`src/rtl/ex_div_pkg.sv`:
```
// Shared widths, state encoding and control constants for the execute-stage divider.
package ex_div_pkg;

  localparam int unsigned DIV_WIDTH = 32;
  localparam int unsigned DIV_CNT_W = 6;

  typedef enum logic [1:0] {
    DIV_FREE   = 2'b00,
    DIV_BYZERO = 2'b01,
    DIV_ON     = 2'b10,
    DIV_END    = 2'b11
  } div_state_e;

  localparam logic DIV_START            = 1'b1;
  localparam logic DIV_STOP             = 1'b0;
  localparam logic DIV_RESULT_READY     = 1'b1;
  localparam logic DIV_RESULT_NOT_READY = 1'b0;
  localparam logic DIV_ANNUL            = 1'b1;

endpackage

```
`src/rtl/ex_div_if.sv`:
```
// Request/result bundle between the execute stage (master) and the divider (slave).
interface ex_div_if
  import ex_div_pkg::*;
#(
  parameter int unsigned WIDTH = DIV_WIDTH
) ();

  logic               signed_div_i;
  logic [WIDTH-1:0]   opdata1_i;
  logic [WIDTH-1:0]   opdata2_i;
  logic               start_i;
  logic               annul_i;
  logic [2*WIDTH-1:0] result_o;
  logic               ready_o;

  modport master (
    output signed_div_i, opdata1_i, opdata2_i, start_i, annul_i,
    input  result_o, ready_o
  );

  modport slave (
    input  signed_div_i, opdata1_i, opdata2_i, start_i, annul_i,
    output result_o, ready_o
  );

endinterface

```
`src/rtl/ex_div_step.sv`:
```
// One combinational restoring-division step on the {remainder, dividend} working register.
module ex_div_step #(
  parameter int unsigned WIDTH = 32
) (
  input  logic [2*WIDTH-1:0] dividend,
  input  logic [WIDTH-1:0]   divisor,
  output logic [2*WIDTH-1:0] next_dividend_c
);

  logic [WIDTH:0] diff;

  // Trial subtract of the divisor from the shifted partial remainder; restore on borrow.
  always_comb begin
    diff = dividend[2*WIDTH-1:WIDTH-1] - {1'b0, divisor};
    if (diff[WIDTH]) begin
      next_dividend_c = {dividend[2*WIDTH-2:0], 1'b0};
    end else begin
      next_dividend_c = {diff[WIDTH-1:0], dividend[WIDTH-2:0], 1'b1};
    end
  end

endmodule

```
`src/rtl/ex_div.sv`:
```
// Multi-cycle radix-2 restoring divider for DIV/DIVU; returns {remainder, quotient}.
module ex_div
  import ex_div_pkg::*;
#(
  parameter int unsigned WIDTH = DIV_WIDTH,
  parameter int unsigned CNT_W = DIV_CNT_W
) (
  input  logic   clk,
  input  logic   rst,
  ex_div_if.slave div_bus
);

  div_state_e         state, state_nxt;
  logic [CNT_W-1:0]   cnt, cnt_nxt;
  logic [2*WIDTH-1:0] dividend, dividend_nxt;
  logic [WIDTH-1:0]   divisor, divisor_nxt;
  logic               neg_quot, neg_quot_nxt;
  logic               neg_rem, neg_rem_nxt;
  logic [2*WIDTH-1:0] result_q, result_nxt;
  logic               ready_q, ready_nxt;
  logic [2*WIDTH-1:0] step_dividend_c;
  logic               op1_neg_c, op2_neg_c;
  logic [WIDTH-1:0]   quot_c, rem_c;

  ex_div_step #(.WIDTH(WIDTH)) u_step (
    .dividend        (dividend),
    .divisor         (divisor),
    .next_dividend_c (step_dividend_c)
  );

  assign div_bus.result_o = result_q;
  assign div_bus.ready_o  = ready_q;

  // Operand signs only matter for DIV; DIVU treats both operands as magnitudes.
  assign op1_neg_c = div_bus.signed_div_i & div_bus.opdata1_i[WIDTH-1];
  assign op2_neg_c = div_bus.signed_div_i & div_bus.opdata2_i[WIDTH-1];

  // Sign correction applied at finalize: quotient truncates toward zero, remainder follows dividend.
  assign quot_c = neg_quot ? WIDTH'(-dividend[WIDTH-1:0])       : dividend[WIDTH-1:0];
  assign rem_c  = neg_rem  ? WIDTH'(-dividend[2*WIDTH-1:WIDTH]) : dividend[2*WIDTH-1:WIDTH];

  // State and datapath registers.
  always_ff @(posedge clk or negedge rst) begin
    if (!rst) begin
      state    <= DIV_FREE;
      cnt      <= '0;
      dividend <= '0;
      divisor  <= '0;
      neg_quot <= 1'b0;
      neg_rem  <= 1'b0;
      result_q <= '0;
      ready_q  <= DIV_RESULT_NOT_READY;
    end else begin
      state    <= state_nxt;
      cnt      <= cnt_nxt;
      dividend <= dividend_nxt;
      divisor  <= divisor_nxt;
      neg_quot <= neg_quot_nxt;
      neg_rem  <= neg_rem_nxt;
      result_q <= result_nxt;
      ready_q  <= ready_nxt;
    end
  end

  // Next-state, datapath and output decode; annul takes priority over start everywhere.
  always_comb begin
    state_nxt    = state;
    cnt_nxt      = cnt;
    dividend_nxt = dividend;
    divisor_nxt  = divisor;
    neg_quot_nxt = neg_quot;
    neg_rem_nxt  = neg_rem;
    result_nxt   = result_q;
    ready_nxt    = ready_q;

    unique case (state)
      DIV_FREE: begin
        result_nxt = '0;
        ready_nxt  = DIV_RESULT_NOT_READY;
        if (div_bus.start_i == DIV_START && div_bus.annul_i != DIV_ANNUL) begin
          if (div_bus.opdata2_i == '0) begin
            state_nxt = DIV_BYZERO;
          end else begin
            state_nxt    = DIV_ON;
            cnt_nxt      = '0;
            neg_quot_nxt = op1_neg_c ^ op2_neg_c;
            neg_rem_nxt  = op1_neg_c;
            dividend_nxt = {{WIDTH{1'b0}},
                            op1_neg_c ? WIDTH'(-div_bus.opdata1_i) : div_bus.opdata1_i};
            divisor_nxt  = op2_neg_c ? WIDTH'(-div_bus.opdata2_i) : div_bus.opdata2_i;
          end
        end
      end

      DIV_BYZERO: begin
        result_nxt = '0;
        if (div_bus.annul_i == DIV_ANNUL) begin
          state_nxt = DIV_FREE;
          ready_nxt = DIV_RESULT_NOT_READY;
        end else begin
          state_nxt = DIV_END;
          ready_nxt = DIV_RESULT_READY;
        end
      end

      DIV_ON: begin
        if (div_bus.annul_i == DIV_ANNUL) begin
          state_nxt  = DIV_FREE;
          result_nxt = '0;
          ready_nxt  = DIV_RESULT_NOT_READY;
        end else if (cnt != CNT_W'(WIDTH)) begin
          dividend_nxt = step_dividend_c;
          cnt_nxt      = cnt + CNT_W'(1);
        end else begin
          state_nxt  = DIV_END;
          result_nxt = {rem_c, quot_c};
          ready_nxt  = DIV_RESULT_READY;
        end
      end

      DIV_END: begin
        if (div_bus.annul_i == DIV_ANNUL || div_bus.start_i == DIV_STOP) begin
          state_nxt  = DIV_FREE;
          result_nxt = '0;
          ready_nxt  = DIV_RESULT_NOT_READY;
        end
      end

      default: begin
        state_nxt = DIV_FREE;
      end
    endcase
  end

endmodule

```
`src/flat_wrapper.sv`:
```
// flat-port wrapper written by rule: the top's interface ports become plain ports
module ex_div_flat import ex_div_pkg::*;
#(
  parameter int unsigned WIDTH = DIV_WIDTH,
  parameter int unsigned CNT_W = DIV_CNT_W
)
  (clk, rst, div_bus_signed_div_i, div_bus_opdata1_i, div_bus_opdata2_i, div_bus_start_i, div_bus_annul_i, div_bus_result_o, div_bus_ready_o);
  ex_div_if #(.WIDTH(WIDTH)) div_bus_i ();
  input  logic clk;
  input  logic rst;
  input wire logic [$bits(div_bus_i.signed_div_i)-1:0] div_bus_signed_div_i;
  input wire logic [$bits(div_bus_i.opdata1_i)-1:0] div_bus_opdata1_i;
  input wire logic [$bits(div_bus_i.opdata2_i)-1:0] div_bus_opdata2_i;
  input wire logic [$bits(div_bus_i.start_i)-1:0] div_bus_start_i;
  input wire logic [$bits(div_bus_i.annul_i)-1:0] div_bus_annul_i;
  output wire logic [$bits(div_bus_i.result_o)-1:0] div_bus_result_o;
  output wire logic [$bits(div_bus_i.ready_o)-1:0] div_bus_ready_o;
  assign div_bus_i.signed_div_i = div_bus_signed_div_i;
  assign div_bus_i.opdata1_i = div_bus_opdata1_i;
  assign div_bus_i.opdata2_i = div_bus_opdata2_i;
  assign div_bus_i.start_i = div_bus_start_i;
  assign div_bus_i.annul_i = div_bus_annul_i;
  assign div_bus_result_o = div_bus_i.result_o;
  assign div_bus_ready_o = div_bus_i.ready_o;
  ex_div #(.WIDTH(WIDTH), .CNT_W(CNT_W)) u_core (.clk(clk), .rst(rst), .div_bus(div_bus_i));
endmodule
```
`config.mk`:
```
export PLATFORM = sky130hd
export DESIGN_NAME = ex_div_flat
export DESIGN_NICKNAME = d
export VERILOG_FILES = /design/src/rtl/ex_div_pkg.sv /design/src/rtl/ex_div_if.sv /design/src/rtl/ex_div_step.sv /design/src/rtl/ex_div.sv /design/src/flat_wrapper.sv
export SDC_FILE = /design/constraint.sdc
export NUM_CORES = 1
export LEC_CHECK = 0
export BUFFER_PORTS_ARGS = -buffer_cell sky130_fd_sc_hd__buf_2
export CAP_MARGIN = 0
export CORE_MARGIN = 2
export CORE_UTILIZATION = 40
export CTS_CLUSTER_SIZE = 8
export DETAILED_ROUTE_END_ITERATION = 6
export MAX_ROUTING_LAYER = met4
export PLACE_DENSITY = 0.65
export SYNTH_ARGS = -nofsm -noshare
export SYNTH_HDL_FRONTEND = slang
export SYNTH_SLANG_ARGS = --single-unit
export TNS_END_PERCENT = 10
```
`constraint.sdc`:
```
create_clock -name clk -period 3.1 [get_ports clk]
set_input_delay 0 -clock clk [delete_from_list [all_inputs] [get_ports clk]]
set_output_delay 0 -clock clk [all_outputs]
set_load 0.03 [all_outputs]
```
==> summary.md <==
| Metric | Value |
|---|---|
| Result of the run | `finished, final reports clean` |
| Worst-case vdd ir drop | `about 0.00046 V` |
| Arrival time reported for the critical path endpoint | `3.29 ns` |
| Post-synthesis sequential area ratio | `37.52%` |
| Final hold violation count | `0` |
| Number of nets at the end of the flow | `1701` |
| Class of the worst hold path | `in2reg` |
| Max Slew Vio Count | `0` |
| Synth Area in Compound Gates | `21.69%` |
| Area of all placed cells without fillers | `0.01416 sq mm` |
| Die height | `172.8 microns` |
| Total wire length after detailed routing | `between 30000 and 40000 microns` |
| Remaining design rule violation count | `0` |
| Max-slew headroom | `39.84%` |
| Setup-violating endpoint count in the final report | `0` |
| Skew-Pair Late Insertion Delay | `0.44 ns` |
| Post-DRT Antenna Nets | `0` |
| Leakage power figure | `around 6.4 nW` |
| Pre-Repair DR Iteration Count | `6` |
| Number of standard cells in the final layout excluding fillers | `roughly 2.0k` |
| Largest net degree at the start of global routing | `73` |
| Worst path bufs/invs | `2` |
| Number of placed instances, taps included | `about 1.9k` |
| Vias per cell | `between 5 and 6` |
| First-pass GRT wire length | `51960 microns` |
| Number of input and output port buffers inserted | `133` |
| Adder and majority gate portion of the synthesized area | `approximately 4.7%` |
| Max Cap Viol | `0` |
| Beginning of the worst hold path | `div_bus_opdata1_i[29]` |
| Standard-cell rows | `between 60 and 70` |
| Maximum fanout along the worst path | `5` |
| Final period utilization | `94.82%` |
| Flip-flop cell with the highest count after synthesis | `dfrtp_1` |
| Die footprint | `0.02988 sq mm` |
| Detailed router's first-iteration violation count | `between 700 and 800` |
| H-tree Lvls | `4` |
| Overflow left after global routing | `0` |
| Cell at the slowest stage of the critical path | `fa_1` |
| Initial antenna violation count | `1` |
| Sinks on Clock Net | `171` |
| Gp weighted congestion | `0.9321` |
| Cell family contributing the most delay on the critical path | `compound AO/OA/AOI/OAI gates` |
| Total routing resource utilization after global routing | `21.90%` |
| Initial core utilization | `40.82%` |
| Area grow syn2layout | `24.20%` |
| Synthesis Warnings | `0` |
| Worst hold endpoint | `u_core.dividend[29]` |
| Type of the worst setup path | `reg2reg` |
| Synth Register Bits | `171` |
| Register-to-Register Setup Slack | `~0.16 ns` |
| DR WL/cell | `15.86 microns` |
| Post-synthesis cell count | `1375` |
| Xor and xnor fraction of the mapped netlist area | `10.98%` |
| Total placed instance area | `0.01302 sq mm` |
| Die X-Extent | `about 170 microns` |
| Multiplexer share of the synthesized area | `under 10%` |
| Depth of the worst register-to-register path | `12` |
| Via count of the first global-routing pass | `10.00k` |
| Post-Syn Nets | `1486` |
| Launching point of the worst reg2reg path | `u_core.divisor[0]` |
| Cell variety after synth | `67` |
| Final critical delay including setup and external delays | `2.939 ns` |
| Placed wire-length estimate after detailed placement | `23560 microns` |
| Post-synthesis instance area | `0.01140 sq mm` |
| Peak clock frequency supported by timing | `340.2 MHz` |
| Async set-reset flop share out of synthesis | `between 90% and 100%` |
| Number of flops mapped to enable cells by yosys | `0` |
| Required time worst endpoint | `approximately 3.5 ns` |
| Boundary Pins | `134` |
| CTS clock-pin slew for the worst setup and hold paths | `0.08 ns` |
| Nature of the critical path startpoint | `flop` |
| Avg Synthesized Cell Area | `8.293 sq um` |
| Hold path depth | `4` |
| Clk root buf | `clkbuf_16` |
| Highest cell delay on the worst timing path | `~0.41 ns` |
| Share of layout cells above drive strength 1 | `18.47%` |
| Placeable core region | `0.02793 sq mm` |
| Critical Path Sink Type | `flop` |
| Critical R2R Capture | `u_core.dividend[33]` |
| PD cells | `759.0 mW/mm^2` |
| Layout Skew | `0.01084 ns` |
| Most common cell after layout, fill and taps aside | `nand2_1` |
| Cell breakdown of the critical path | `ha_1, fa_1, nand2b_1, a21oi_2, o21ai_1, o211ai_1, buf_4, and3_1, o21a_1, buf_12, mux2_2, o31ai_1` |
| Via total after detailed routing | `~10k` |
| Measured slew at the worst slew-check pin | `0.9024 ns` |
| Num CTS Buffers | `17` |
| Post-synthesis simple-gate area fraction | `18.03%` |
| Maximum count of clock buffers along a single path | `2` |
| CTS tree | `done` |
| Dominant combinational cell family by area after synthesis | `compound AO/OA/AOI/OAI gates` |
| Most frequent cells in the layout | `nand2_1 (221), o21ai_0 (178), dfrtp_1 (170), buf_2 (132)` |
cell families after synthesis:
group | count (synthesis)
adders and majority gates | 42
and+or+nand+nor | 447
DFF | 171
buffers and inverters | 130
muxes | 30
AOI/OAI and AO/OA | 412
xor gates and xnor gates | 143
what timing repair did:
action                                 in CTS  in global routing
hold buffers                               46                  0
setup buffers                               0                  3
endpoints found under the hold margin     106                  0
setup endpoints to repair                   0                 34
resized for setup                           0                 23
worst max-delay path by stage:
| stage | slack, ns | to | from | cells past startpoint |
|---|---|---|---|---|
| 6_report | 0.16 | u_core.dividend[33] | u_core.divisor[0] | 12 |
| 5_1_grt | -0.02 | u_core.div_bus.result_o[61] | u_core.dividend[35] | 8 |
| 4_1_cts | 0.008 | u_core.dividend[43] | u_core.divisor[0] | 12 |
| 3_5_place_dp | 0.07 | u_core.dividend[44] | u_core.divisor[0] | 12 |
| 3_3_place_gp | 0.17 | u_core.dividend[59] | u_core.dividend[46] | 9 |
| 2_1_floorplan | 0.14 | u_core.dividend[59] | u_core.dividend[46] | 11 |
sequential cells by signal, indices dropped and copies added, names as in the netlist:
signal / count
u_core.div_bus.result_o: 64
u_core.neg_rem: 1
u_core.state: 2
u_core.div_bus.ready_o: 1
u_core.divisor: 32
u_core.neg_quot: 1
u_core.dividend: 64
u_core.cnt: 6
metrics by stage:
step / util (%) / hold slack (ns) / TNS [ns] / total power, mW / worst slack [ns]
2_1_floorplan: - / -0.2956 / 0 / 6.807 / 0.1377
3_3_place_gp: 46.60 / 0.04901 / 0 / 8.397 / 0.1674
3_5_place_dp: 46.60 / 0.05451 / 0 / 8.479 / 0.07112
4_1_cts: 50.29 / 0.002595 / 0 / 10.66 / 0.008051
5_1_grt: 50.70 / 0.008411 / -0.03390 / 11.60 / -0.01728
6_report: 50.70 / 0.01126 / 0 / 10.75 / 0.1605
area by class of cell:
cell class,count,area [sq um]
clock inverter,15,145.1
inverter,60,225.2
fill,2723,13770
sequential,171,4280
multi-input combinational,1074,6739
antenna,1,2.502
tap,378,473.0
timing repair buffer,266,1873
clock buffer,17,425.4
Yosys cell counts, types with 5 or more instances:
| cell | n | area (sq um) |
|---|---|---|
| a211oi_1 | 5 | 37.54 |
| a21o_1 | 8 | 60.06 |
| a21oi_1 | 94 | 470.5 |
| a221o_1 | 5 | 50.05 |
| a31oi_1 | 10 | 62.56 |
| buf_1 | 5 | 18.77 |
| buf_2 | 10 | 50.05 |
| clkbuf_1 | 55 | 206.5 |
| dfrtp_1 | 171 | 4279 |
| ha_1 | 41 | 513.0 |
| inv_1 | 59 | 221.5 |
| mux2_2 | 7 | 78.83 |
| mux2i_1 | 23 | 230.2 |
| nand2_1 | 221 | 829.6 |
| nand2b_1 | 10 | 62.56 |
| nand3_1 | 21 | 105.1 |
| nand4_1 | 17 | 106.4 |
| nor2_1 | 87 | 326.6 |
| nor2b_1 | 11 | 68.82 |
| nor3_1 | 19 | 95.09 |
| nor4_1 | 7 | 43.79 |
| o21ai_0 | 181 | 905.9 |
| o311ai_0 | 10 | 87.58 |
| o31ai_1 | 50 | 375.4 |
| o41ai_1 | 11 | 96.34 |
| or3_1 | 14 | 87.58 |
| or4_1 | 14 | 105.1 |
| xnor2_1 | 51 | 446.7 |
| xor2_1 | 92 | 805.8 |
routing by layer:
metal | track usage, % | share of wire, %
met1 | 31.11 | 50
met2 | 32.72 | 44
met3 | 3.474 | 4.7
met4 | 5.297 | 1.2
met5 | - | 0
worst reg2reg max path, cell delays in order, from the launching register on:
cell	delay (ns)
dfrtp_1	0.39
ha_1	0.23
fa_1	0.41
nand2b_1	0.19
a21oi_2	0.15
o21ai_1	0.12
o211ai_1	0.19
buf_4	0.16
and3_1	0.17
o21a_1	0.19
buf_12	0.13
mux2_2	0.32
o31ai_1	0.19
power by group:
part	switching [mW]	leakage (nW)	total (mW)	internal, mW
sequential	0.521	2.27	3.27	2.75
combinational	3.23	3.89	5.37	2.14
clock	1.04	0.277	2.11	1.07
(Power assumes the default switching activity.)
